[config.mk]
export PLATFORM = sky130hd
export DESIGN_NAME = present_sbox_layer_serial
export DESIGN_NICKNAME = d
export VERILOG_FILES = /design/src/rtl/present_pkg.sv /design/src/rtl/present_sbox_nibble.sv /design/src/rtl/present_sbox_layer_serial.sv
export SDC_FILE = /design/constraint.sdc
export NUM_CORES = 1
export LEC_CHECK = 0
export BUFFER_PORTS_ARGS = -buffer_cell sky130_fd_sc_hd__buf_2
export CAP_MARGIN = 20
export CORE_ASPECT_RATIO = 1.5
export CORE_MARGIN = 8
export CORE_UTILIZATION = 45
export CTS_BUF_LIST = sky130_fd_sc_hd__clkbuf_2
export DETAILED_ROUTE_END_ITERATION = 10
export PLACE_DENSITY = 0.72
export SYNTH_ARGS = -nofsm -noshare
export SYNTH_HDL_FRONTEND = slang
export SYNTH_SLANG_ARGS = --single-unit
[constraint.sdc]
create_clock -name clk -period 6.2 [get_ports clk]
set_clock_uncertainty 0.05 [all_clocks]
set_input_delay 0.93 -clock clk [delete_from_list [all_inputs] [get_ports clk]]
set_output_delay 0.93 -clock clk [all_outputs]
set_load 0.1 [all_outputs]
[src/rtl/present_pkg.sv]
// Shared constants for the PRESENT substitution layer: S-box tables and FSM encoding.
// Tables are packed so that entry x sits in nibble x (entry 0 in the least significant nibble).
package present_pkg;

    localparam int STATE_W_DEF = 64;

    localparam logic [15:0][3:0] SBOX     = 64'h2174_8FE3_DA09_B65C;
    localparam logic [15:0][3:0] SBOX_INV = 64'hA970_364B_D21C_8FE5;

    typedef enum logic [1:0] {
        IDLE = 2'd0,
        BUSY = 2'd1,
        DONE = 2'd2
    } state_t;

endpackage

[src/rtl/present_sbox_nibble.sv]
// One 4-bit PRESENT S-box lookup. The inv input selects between S and S^-1.
module present_sbox_nibble
    import present_pkg::*;
(
    input  logic [3:0] x,
    input  logic       inv,
    output logic [3:0] y
);

    assign y = inv ? SBOX_INV[x] : SBOX[x];

endmodule

[src/rtl/present_sbox_layer_serial.sv]
// PRESENT S-box layer over a full cipher state. NPC nibbles are substituted per clock while the
// state rotates through a shift register.
//
// Handshake rules, both ports: a beat transfers on a rising edge where valid and ready are both
// high. The producer holds valid and its data stable until that edge. in_ready is high only in
// IDLE and out_valid only in DONE, so the block never accepts and delivers in the same cycle.
module present_sbox_layer_serial
    import present_pkg::*;
#(
    parameter int STATE_W = STATE_W_DEF,
    parameter int NPC     = 4
) (
    input  logic               clk,
    input  logic               rst,
    input  logic               in_valid,
    output logic               in_ready,
    input  logic [STATE_W-1:0] in_data,
    input  logic               in_inv,
    output logic               out_valid,
    input  logic               out_ready,
    output logic [STATE_W-1:0] out_data,
    output logic               busy,
    output logic [1:0]         dbg_state
);

    localparam int SW = 4 * NPC;
    localparam int N  = STATE_W / SW;
    localparam int CW = (N > 1) ? $clog2(N) : 1;
    localparam logic [CW-1:0] CNT_LAST = CW'(N - 1);

    generate
        if (NPC < 1 || (STATE_W % SW) != 0) begin : g_bad_params
            $error("STATE_W must be a nonzero multiple of 4*NPC");
        end
    endgenerate

    state_t             state, state_next;
    logic [STATE_W-1:0] sr;
    logic [CW-1:0]      cnt;
    logic               mode;
    logic [SW-1:0]      sub_w;
    logic [STATE_W-1:0] sr_rot;
    logic               accept;
    logic               last;

    assign accept = (state == IDLE) && in_valid;
    assign last   = (cnt == CNT_LAST);

    for (genvar i = 0; i < NPC; i++) begin : g_sbox
        present_sbox_nibble u_nib (
            .x   (sr[4*i +: 4]),
            .inv (mode),
            .y   (sub_w[4*i +: 4])
        );
    end

    // Substituted low slice re-enters at the top; with N == 1 it is the whole state.
    generate
        if (N == 1) begin : g_rot_full
            assign sr_rot = sub_w;
        end else begin : g_rot_part
            assign sr_rot = {sub_w, sr[STATE_W-1:SW]};
        end
    endgenerate

    always_ff @(posedge clk or posedge rst) begin
        if (rst) state <= IDLE;
        else     state <= state_next;
    end

    always_comb begin
        state_next = state;
        case (state)
            IDLE:    if (in_valid)  state_next = BUSY;
            BUSY:    if (last)      state_next = DONE;
            DONE:    if (out_ready) state_next = IDLE;
            default:                state_next = IDLE;
        endcase
    end

    always_comb begin
        in_ready  = (state == IDLE) && !rst;
        out_valid = (state == DONE);
        busy      = (state == BUSY) || (state == DONE);
    end

    always_ff @(posedge clk or posedge rst) begin
        if (rst) begin
            sr   <= '0;
            cnt  <= '0;
            mode <= 1'b0;
        end else if (accept) begin
            sr   <= in_data;
            cnt  <= '0;
            mode <= in_inv;
        end else if (state == BUSY) begin
            sr <= sr_rot;
            if (!last) cnt <= cnt + 1'b1;
        end
    end

    assign out_data  = sr;
    assign dbg_state = state;

endmodule

==> results of run 1 <==
## cell type report
class	instances	area, µm²	area share (%)
antenna	1	2.50	0.0475
clock buffer	11	55.1	1.05
clock inverter	5	51.3	0.974
inverter	19	72.6	1.38
multi-input combinational	344	2490	47.2
sequential	69	1730	32.8
tap	115	144	2.73
timing repair buffer	140	728	13.8
## registers in the layout, indices dropped and copies added (netlist names)
name       flops
dbg_state      2
mode           1
out_data      64
cnt            2
## cell usage in the layout, fill, tap and decap left out, types with 12 or more instances in the layout
cell type	instances
buf_2	137
dfrtp_1	69
nand2_1	68
o21ai_0	58
mux2i_1	55
ha_1	33
nor2_1	20
inv_1	18
nor3b_1	13
nor3_1	12
## worst max-delay path: stages, from the launching register on
cell	delay (ns)
dfrtp_1	0.44
inv_1	0.17
ha_1	0.25
nor2b_1	0.14
buf_2	0.43
## cells by family after synthesis
kind of cell	count (synthesis)	synth area share, %
muxes	64	16.2
adders and majority gates	34	9.56
buffers and inverters	55	5.65
and+or+nand+nor	128	13.2
DFF	69	38.8
xor gates and xnor gates	1	0.197
AOI/OAI and AO/OA	117	16.4
## how the worst max path moves through the flow
stage	startpoint	end	slack [ns]	cells after the start
2_1_floorplan	dbg_state[1]	in_ready	2.64	3
3_3_place_gp	rst	in_ready	3.65	3
3_5_place_dp	rst	in_ready	3.65	3
4_1_cts	dbg_state[1]	in_ready	3.24	4
5_1_grt	dbg_state[0]	in_ready	3.19	4
6_report	dbg_state[1]	in_ready	3.30	4
## stage by stage
step	utilization, %	setup WS (ns)
floorplan	-	2.64
global placement	53.2	3.65
detailed placement	53.2	3.65
CTS	54.4	3.24
global route	54.7	3.19
finish	54.7	3.30
## routing by layer
metal	wire length (µm)	global-route usage (%)	vias to the layer above	share of wire [%]
met4	269	8.93	2	2.2
met2	6230	30.5	110	51
li1	-	-	1890	-
met3	549	3.87	21	4.5
met1	5250	20.5	1918	43
met5	13	0	-	0.11
==> metrics.md, run 1 <==
| Metric | Value |
|---|---|
| Antenna violations before repair | `2` |
| Reg2reg path depth | `5` |
| Yosys cell types | `41` |
| Num CTS Buffers | `9` |
| Worst reg-to-reg setup slack | `3.66 ns` |
| Initial DRT Pass Iterations | `4` |
| Area delta synth->final | `18.4%` |
| Status | `completed` |
| Max frequency | `345 MHz` |
| Die area | `between 0.01 and 0.015 mm²` |
| Core area | `0.00963 mm²` |
| Async S/R FF share, synth | `100%` |
| Avg Vias per Cell | `between 5 and 6` |
| Row count | `44` |
| Grt ovf | `0` |
| Setup TNS | `0 ns` |
| Syn Nets | `about 570` |
| Register area share after synthesis | `between 30 and 40%` |
| Fin area | `around 0.0053 mm²` |
| Cts-stage hold buffer count | `0` |
| Clock Latency Late Sink | `about 0.51 ns` |
| Cells after synthesis | `468` |
| Total setup buffers inserted after CTS | `0` |
| Global Route Usage Sum | `between 10% and 20%` |
| CTS tree | `built` |
| Clk buf depth | `2` |
| Avg WL per Cell | `17.5 µm` |
| Die Height | `138 µm` |
| Hold Path Class | `reg2reg` |
| Clock Sink Count | `between 60 and 70` |
| Die X | `97.2 µm` |
| Largest net degree at the start of global routing | `123` |
| Arrival @ worst endpoint | `1.92 ns` |
| Placed cell area | `0.00513 mm²` |
| Synth cell count leaders | `69 x dfrtp_1, 68 x nand2_1, 58 x o21ai_0, 55 x mux2i_1, 34 x ha_1` |
| Via count | `3,941` |
| Hold Crit Endpoint | `cnt[0]` |
| # IOs | `138` |
| Fin nets | `approximately 700` |
| Count leader, synth | `dfrtp_1` |
| Post_cts resized | `0` |
| Seq cells post-synth | `a little under 70` |
| Root Buffer | `clkbuf_2` |
| DRT antenna net count | `0` |
| Final hold vios | `0` |
| Drc violations | `0` |
| Mapped cell area | `0.00445 mm²` |
| Max-cap violations | `0` |
| Drt initial violations | `232` |
| Global-route wire length before repair | `19,700 µm` |
| Vias in the first global route | `3,989` |
| EDFF count, synth | `0` |
| Top-area cell type share of the netlist area | `about two fifths` |
| Final worst path period share | `46.8%` |
| Clock H-tree levels | `3` |
| Slew at the pin closest to its max-slew limit | `1.08 ns` |
| Worst r2r src | `dbg_state[1]` |
| Port bufs | `137` |
| Hold Slack | `roughly 0.52 ns` |
| Ys flop type | `dfrtp_1` |
| Ys Warns | `0` |
| WS Path Type | `reg2out` |
| Fin crit period | `2.90 ns` |
| Final setup fails | `0` |
| Hold Path Depth | `2` |
| Worst EP required | `approximately 5.2 ns` |
| Hold_sp | `cnt[0]` |
| Reg2reg end | `out_data[55]` |
| Synth area leader | `dfrtp_1` |
| Detailed placement HPWL | `8830 µm` |
| Top cells by area, synth | `dfrtp_1 39%, mux2i_1 12%, ha_1 9.6%` |
| Drt total wl | `12,300 µm` |
| CP Capture Type | `primary output` |
| Unrepaired setup endpoints after global routing | `false` |
| # fillers | `903` |
| Rel. slew slack | `28.1%` |
| Crit-path max FO | `5` |
| Gpl congestion | `roughly 0.83` |
| Layout cell share with drive strength beyond 1 | `approximately 29%` |
| Clk slew on worst S/H paths | `0.17 ns` |
| Max-slew violation count | `0` |
| CP Launch Type | `flop` |
| Dpl cells | `between 600 and 700` |
| Non-filler cells, final | `704` |
| Mean Syn Cell Area | `between 9 and 10 µm²` |
| Starting density of the core | `roughly 46%` |
Power of run 1 is left out: the tool's default activity adds up to more than one toggle a clock period on the data nets, which glitch-free logic cannot reach.
==> inputs of run 2 (changes only) <==
==> constraint.sdc (replaced) <==
create_clock -name clk -period 2.9 [get_ports clk]
set_clock_uncertainty 0.05 [all_clocks]
set_input_delay 0.435 -clock clk [delete_from_list [all_inputs] [get_ports clk]]
set_output_delay 0.435 -clock clk [all_outputs]
set_load 0.1 [all_outputs]
==> metrics.md, run 2 (same netlist as run 1, synthesis figures left out) <==
| Metric | Value |
|---|---|
| Status | `finished with violations (was completed)` |
| Failing checks | `DRC` |
| Detailed placement HPWL | `9580 µm (was 8830 µm)` |
| DRT antenna net count | `0 (unchanged)` |
| Grt ovf | `0 (unchanged)` |
| Slew at the pin closest to its max-slew limit | `0.730 ns (was 1.08 ns)` |
| Worst reg-to-reg setup slack | `0.67 ns (was 3.66 ns)` |
| Avg Vias per Cell | `5.67 (was 5.60)` |
| Clock Latency Late Sink | `0.53 ns (was 0.51 ns)` |
| Met3 wire len | `656 µm (was 549 µm)` |
| Global-route wire length before repair | `20,800 µm (was 19,700 µm)` |
| Drt initial violations | `242 (was 232)` |
| Top Metal Used | `met4 (was met5)` |
| Met2 wire len | `6480 µm (was 6230 µm)` |
| Num CTS Buffers | `9 (unchanged)` |
| Hold Path Class | `in2reg (was reg2reg)` |
| Rel. slew slack | `51.4% (was 28.1%)` |
| Max reg flops | `64 (unchanged)` |
| Area delta synth->final | `18.7% (was 18.4%)` |
| CTS tree | `built (unchanged)` |
| Most frequent cells in the layout | `137 x buf_2, 69 x dfrtp_1, 68 x nand2_1, 58 x o21ai_0, 55 x mux2i_1 (unchanged)` |
| Root Buffer | `clkbuf_2 (unchanged)` |
| Reg2reg path depth | `6 (was 5)` |
| Gpl congestion | `0.866 (was 0.834)` |
| Row count | `44 (unchanged)` |
| Vias in the first global route | `4,128 (was 3,989)` |
| Die X | `97.2 µm (unchanged)` |
| Layout cell share with drive strength beyond 1 | `28.7% (was 28.9%)` |
| Global Route Usage Sum | `19.2% (was 17.8%)` |
| Max-slew violation count | `0 (unchanged)` |
| Starting density of the core | `46.2% (unchanged)` |
| Antenna violations before repair | `1 (was 2)` |
| Die area | `0.0134 mm² (unchanged)` |
| Max frequency | `412 MHz` |
| Commonest non-fill, non-tap cell in the layout | `buf_2 (unchanged)` |
| Reg2reg end | `out_data[61] (was out_data[55])` |
| Max-cap violations | `0 (unchanged)` |
| CP Launch Type | `flop (unchanged)` |
| Drc violations | `1 (was 0)` |
| Drt total wl | `12,900 µm (was 12,300 µm)` |
| Via count | `4,011 (was 3,941)` |
| Final worst path period share | `83.7%` |
| # IOs | `138 (unchanged)` |
| Clk slew on worst S/H paths | `0.18 ns (was 0.17 ns)` |
| Setup TNS | `0 ns (unchanged)` |
| Die Height | `138 µm (unchanged)` |
| Crit-path max FO | `5 (unchanged)` |
| Fin crit period | `between 2 and 2.5 ns` |
| Arrival @ worst endpoint | `1.94 ns (was 1.92 ns)` |
| Core area | `0.00963 mm² (unchanged)` |
| Clk buf depth | `2 (unchanged)` |
| Worst EP required | `2.41 ns (was 5.22 ns)` |
| Final hold vios | `0 (unchanged)` |
| Initial DRT Pass Iterations | `8 (was 4)` |
| Avg WL per Cell | `18.2 µm (was 17.5 µm)` |
| Worst r2r src | `out_data[12] (was dbg_state[1])` |
| Hold_sp | `in_data[40] (was cnt[0])` |
| Fin nets | `691 (was 686)` |
| Post_cts resized | `0 (unchanged)` |
| Hold Path Depth | `3 (was 2)` |
| CP Capture Type | `primary output (unchanged)` |
| WS Path Type | `reg2out (unchanged)` |
| Port bufs | `137 (unchanged)` |
| Final setup fails | `0 (unchanged)` |
| Unrepaired setup endpoints after global routing | `false (unchanged)` |
| # fillers | `862 (was 903)` |
| Clock Sink Count | `69 (unchanged)` |
| Wire length on met1 | `5280 µm (was 5250 µm)` |
| Hold Crit Endpoint | `out_data[40] (was cnt[0])` |
| Largest net degree at the start of global routing | `78 (was 123)` |
| Clock H-tree levels | `3 (unchanged)` |
-- run 2: cell types whose count changed in the layout (fill, tap and decap cells not counted), moves of 2 or more --
cell,delta
buf_12,+2
clkinv_1,+2
clkinv_2,-2
dlygate4sd3_1,+3
-- run 2: how the worst max path moves through the flow --
stage,startpoint,to,slack [ns]
floorplan,out_data[8],out_data[57],0.18
global placement,dbg_state[0],out_data[55],0.80
detailed placement,out_data[12],out_data[61],0.73
CTS,dbg_state[1],in_ready,0.42
global route,dbg_state[1],in_ready,0.33
finish,dbg_state[1],in_ready,0.47
-- run 2: worst max-delay path, stage by stage (launching register included) --
cell     delay [ns]
dfrtp_1        0.43
inv_1          0.18
ha_1           0.24
nor2b_2        0.15
buf_2          0.42
-- run 2: routing by layer --
metal | GRT usage, % | vias up
met5 | 0 | -
met4 | 11.7 | 0
met3 | 3.71 | 28
met2 | 33.3 | 144
met1 | 21.5 | 1934
li1 | - | 1905
-- run 2: metrics by stage --
| step | cells | cell area [µm²] | worst slack (ns) | utilization (%) | hold slack (ns) |
|---|---|---|---|---|---|
| 2_1_floorplan | 468 | 4450 | 0.182 | - | 0.440 |
| 3_3_place_gp | 689 | 5180 | 0.799 | 53.8 | 0.458 |
| 3_5_place_dp | 689 | 5180 | 0.729 | 53.8 | 0.484 |
| 4_1_cts | 707 | 5280 | 0.420 | 54.8 | 0.000357 |
| 5_1_grt | 708 | 5280 | 0.327 | 54.8 | 0.00783 |
| 6_report | 708 | 5280 | 0.472 | 54.8 | 0.0404 |
-- run 2: area by class of cell --
type / count / area [µm²] / share of cell area, %
diodes: 1 / 2.50 / 0.0474
clock buffers: 11 / 55.1 / 1.04
clock inverters: 4 / 16.3 / 0.308
inverters: 19 / 71.3 / 1.35
multi-input cells: 344 / 2490 / 47.1
flip-flops and latches: 69 / 1730 / 32.7
well taps: 115 / 144 / 2.72
repair buffers: 145 / 778 / 14.7
-- run 2: what timing repair did --
action,CTS,global route
hold buffers,3,0
buffers inserted,0,0
endpoints found under the hold margin,28,0
endpoints found under the setup margin,0,0
Power of run 2 is left out for the same reason.
==> inputs of run 3 (changes only) <==
==> constraint.sdc (replaced) <==
create_clock -name clk -period 2.3 [get_ports clk]
set_clock_uncertainty 0.05 [all_clocks]
set_input_delay 0.345 -clock clk [delete_from_list [all_inputs] [get_ports clk]]
set_output_delay 0.345 -clock clk [all_outputs]
set_load 0.1 [all_outputs]
==> metrics.md, run 3 (same netlist as run 1, synthesis figures left out) <==
| Metric | Value |
|---|---|
| Setup TNS | `0 ns (unchanged)` |
| Total setup buffers inserted after CTS | `0 (unchanged)` |
| Max-cap violations | `0 (unchanged)` |
| Final setup fails | `0 (unchanged)` |
| Worst r2r src | `out_data[9] (was out_data[12])` |
| Detailed placement HPWL | `9640 µm (was 9580 µm)` |
| Num CTS Buffers | `9 (unchanged)` |
| Post-Place Setup Slack | `0.270 ns (was 0.729 ns)` |
| Area delta synth->final | `37.1% (was 18.7%)` |
| Avg WL per Cell | `18.0 µm (was 18.2 µm)` |
| Die Height | `138 µm (unchanged)` |
| Die area | `0.0134 mm² (unchanged)` |
| # fillers | `785 (was 862)` |
| Drt initial violations | `243 (was 242)` |
| Worst EP required | `1.90 ns (was 2.41 ns)` |
| Clk buf depth | `2 (unchanged)` |
| Hold Path Depth | `3 (unchanged)` |
| CP Capture Type | `primary output (unchanged)` |
| Reg2reg end | `out_data[57] (was out_data[61])` |
| Avg Vias per Cell | `5.46 (was 5.67)` |
| Global-route wire length before repair | `22,200 µm (was 20,800 µm)` |
| Vias in the first global route | `4,508 (was 4,128)` |
| CTS tree | `built (unchanged)` |
| Delay of the slowest critical-path stage | `0.49 ns (was 0.43 ns)` |
| Port bufs | `137 (unchanged)` |
| Drt total wl | `14,000 µm (was 12,900 µm)` |
| Clk slew on worst S/H paths | `0.22 ns (was 0.18 ns)` |
| Most frequent cells in the layout | `135 x buf_2, 68 x nand2_1, 64 x dlygate4sd3_1, 59 x dfrtp_1, 58 x o21ai_0 (was 137 x buf_2, 69 x dfrtp_1, 68 x nand2_1, 58 x o21ai_0, 55 x mux2i_1)` |
| WS Path Type | `reg2out (unchanged)` |
| Hold Crit Endpoint | `out_data[58] (was out_data[40])` |
| Initial DRT Pass Iterations | `4 (was 8)` |
| Commonest non-fill, non-tap cell in the layout | `buf_2 (unchanged)` |
| Hold Slack | `0.0526 ns (was 0.0404 ns)` |
| Root Buffer | `clkbuf_2 (unchanged)` |
| PnR worst setup slack | `0.0896 ns (was 0.472 ns)` |
| Rel. slew slack | `63.9% (was 51.4%)` |
| Hold Path Class | `in2reg (unchanged)` |
| Non-filler cells, final | `779 (was 708)` |
| Via count | `4,255 (was 4,011)` |
| Worst-path cell chain | `inv_1 -> ha_2 -> buf_2 (was inv_1 -> ha_1 -> nor2b_2 -> buf_2)` |
| Fin nets | `760 (was 691)` |
| Worst reg-to-reg setup slack | `0.25 ns (was 0.67 ns)` |
| Layout cell share with drive strength beyond 1 | `30.2% (was 28.7%)` |
| Gpl congestion | `0.838 (was 0.866)` |
| Antenna violations before repair | `1 (unchanged)` |
| Final worst path period share | `96.1%` |
| Status | `completed (was finished with violations)` |
| Seq. cell area | `0.00174 mm² (was 0.00173 mm²)` |
| Reg2reg path depth | `6 (unchanged)` |
| Global Route Usage Sum | `20.5% (was 19.2%)` |
| CP Launch Type | `flop (unchanged)` |
| Hold_sp | `in_data[58] (was in_data[40])` |
| Clock H-tree levels | `3 (unchanged)` |
| Starting density of the core | `46.2% (unchanged)` |
| DRT antenna net count | `0 (unchanged)` |
| WP buf/inv | `2 (unchanged)` |
| Arrival @ worst endpoint | `1.82 ns (was 1.94 ns)` |
| # IOs | `138 (unchanged)` |
| Fin crit period | `2.21 ns` |
| Die X | `97.2 µm (unchanged)` |
| Clock Latency Late Sink | `0.56 ns (was 0.53 ns)` |
| Slowest-stage cell, CP | `dfrtp_2 (was dfrtp_1)` |
| Max frequency | `between 400 and 500 MHz` |
| Clock Sink Count | `69 (unchanged)` |
| Grt ovf | `0 (unchanged)` |
| CP delay by family, top | `buffers and inverters (unchanged)` |
| Slew at the pin closest to its max-slew limit | `0.541 ns (was 0.730 ns)` |
| Max-slew violation count | `0 (unchanged)` |
| Largest net degree at the start of global routing | `70 (was 78)` |
| Core area | `0.00963 mm² (unchanged)` |
| Row count | `44 (unchanged)` |
| Dpl cells | `697 (was 689)` |
| Crit-path max FO | `4 (was 5)` |
| Max reg flops | `64 (unchanged)` |
| Multi-input gate area | `0.00249 mm² (about the same)` |
| Drc violations | `0 (was 1)` |
| Final hold vios | `0 (unchanged)` |
run 3: routing by layer:
layer  wire [µm]  share of wire (%)  GRT usage [%]  vias up
met5           0                  0              0        -
met4         418                3.0           9.70        0
met3         764                5.5           5.22       32
met2        7500                 53           37.5      149
met1        5330                 38           21.5     2039
li1            -                  -              -     2035
run 3: worst register-to-register path, cell delays in order, from the launching register on:
cell     delay (ns)
dfrtp_2        0.49
inv_2          0.09
ha_1           0.34
nand2_1        0.11
o21ai_0        0.08
mux4_2         0.47
a221o_1        0.33
run 3: how the worst max path moves through the flow:
stage,start,depth (start not counted),endpoint,slack (ns)
2_1_floorplan,out_data[1],6,out_data[49],0.003
3_3_place_gp,out_data[4],6,out_data[53],0.34
3_5_place_dp,out_data[12],6,out_data[61],0.27
4_1_cts,dbg_state[1],4,in_ready,0.04
5_1_grt,dbg_state[0],3,out_valid,-0.01
6_report,dbg_state[0],3,out_valid,0.09
run 3: area by class of cell:
| type | instances | share of cell area (%) |
|---|---|---|
| inverter | 19 | 1.17 |
| sequential | 69 | 28.5 |
| antenna | 2 | 0.0821 |
| multi-input combinational | 344 | 40.9 |
| timing repair buffer | 214 | 24.4 |
| clock buffer | 9 | 0.739 |
| clock inverter | 7 | 1.87 |
| tap | 115 | 2.36 |
run 3: stage by stage:
| stage | utilization, % | area (µm²) |
|---|---|---|
| 6_report | 63.3 | 6100 |
| 5_1_grt | 63.3 | 6100 |
| 4_1_cts | 63.1 | 6070 |
| 3_5_place_dp | 54.8 | 5280 |
| 3_3_place_gp | 54.8 | 5280 |
| 2_1_floorplan | - | 4470 |
run 3: timing repair:
item | CTS | global route
hold buffers | 63 | 1
gates cloned | 0 | 0
endpoints found under the hold margin | 131 | 1
resized for setup | 2 | 4
setup endpoints to repair | 1 | 2
Power of run 3 is left out for the same reason.
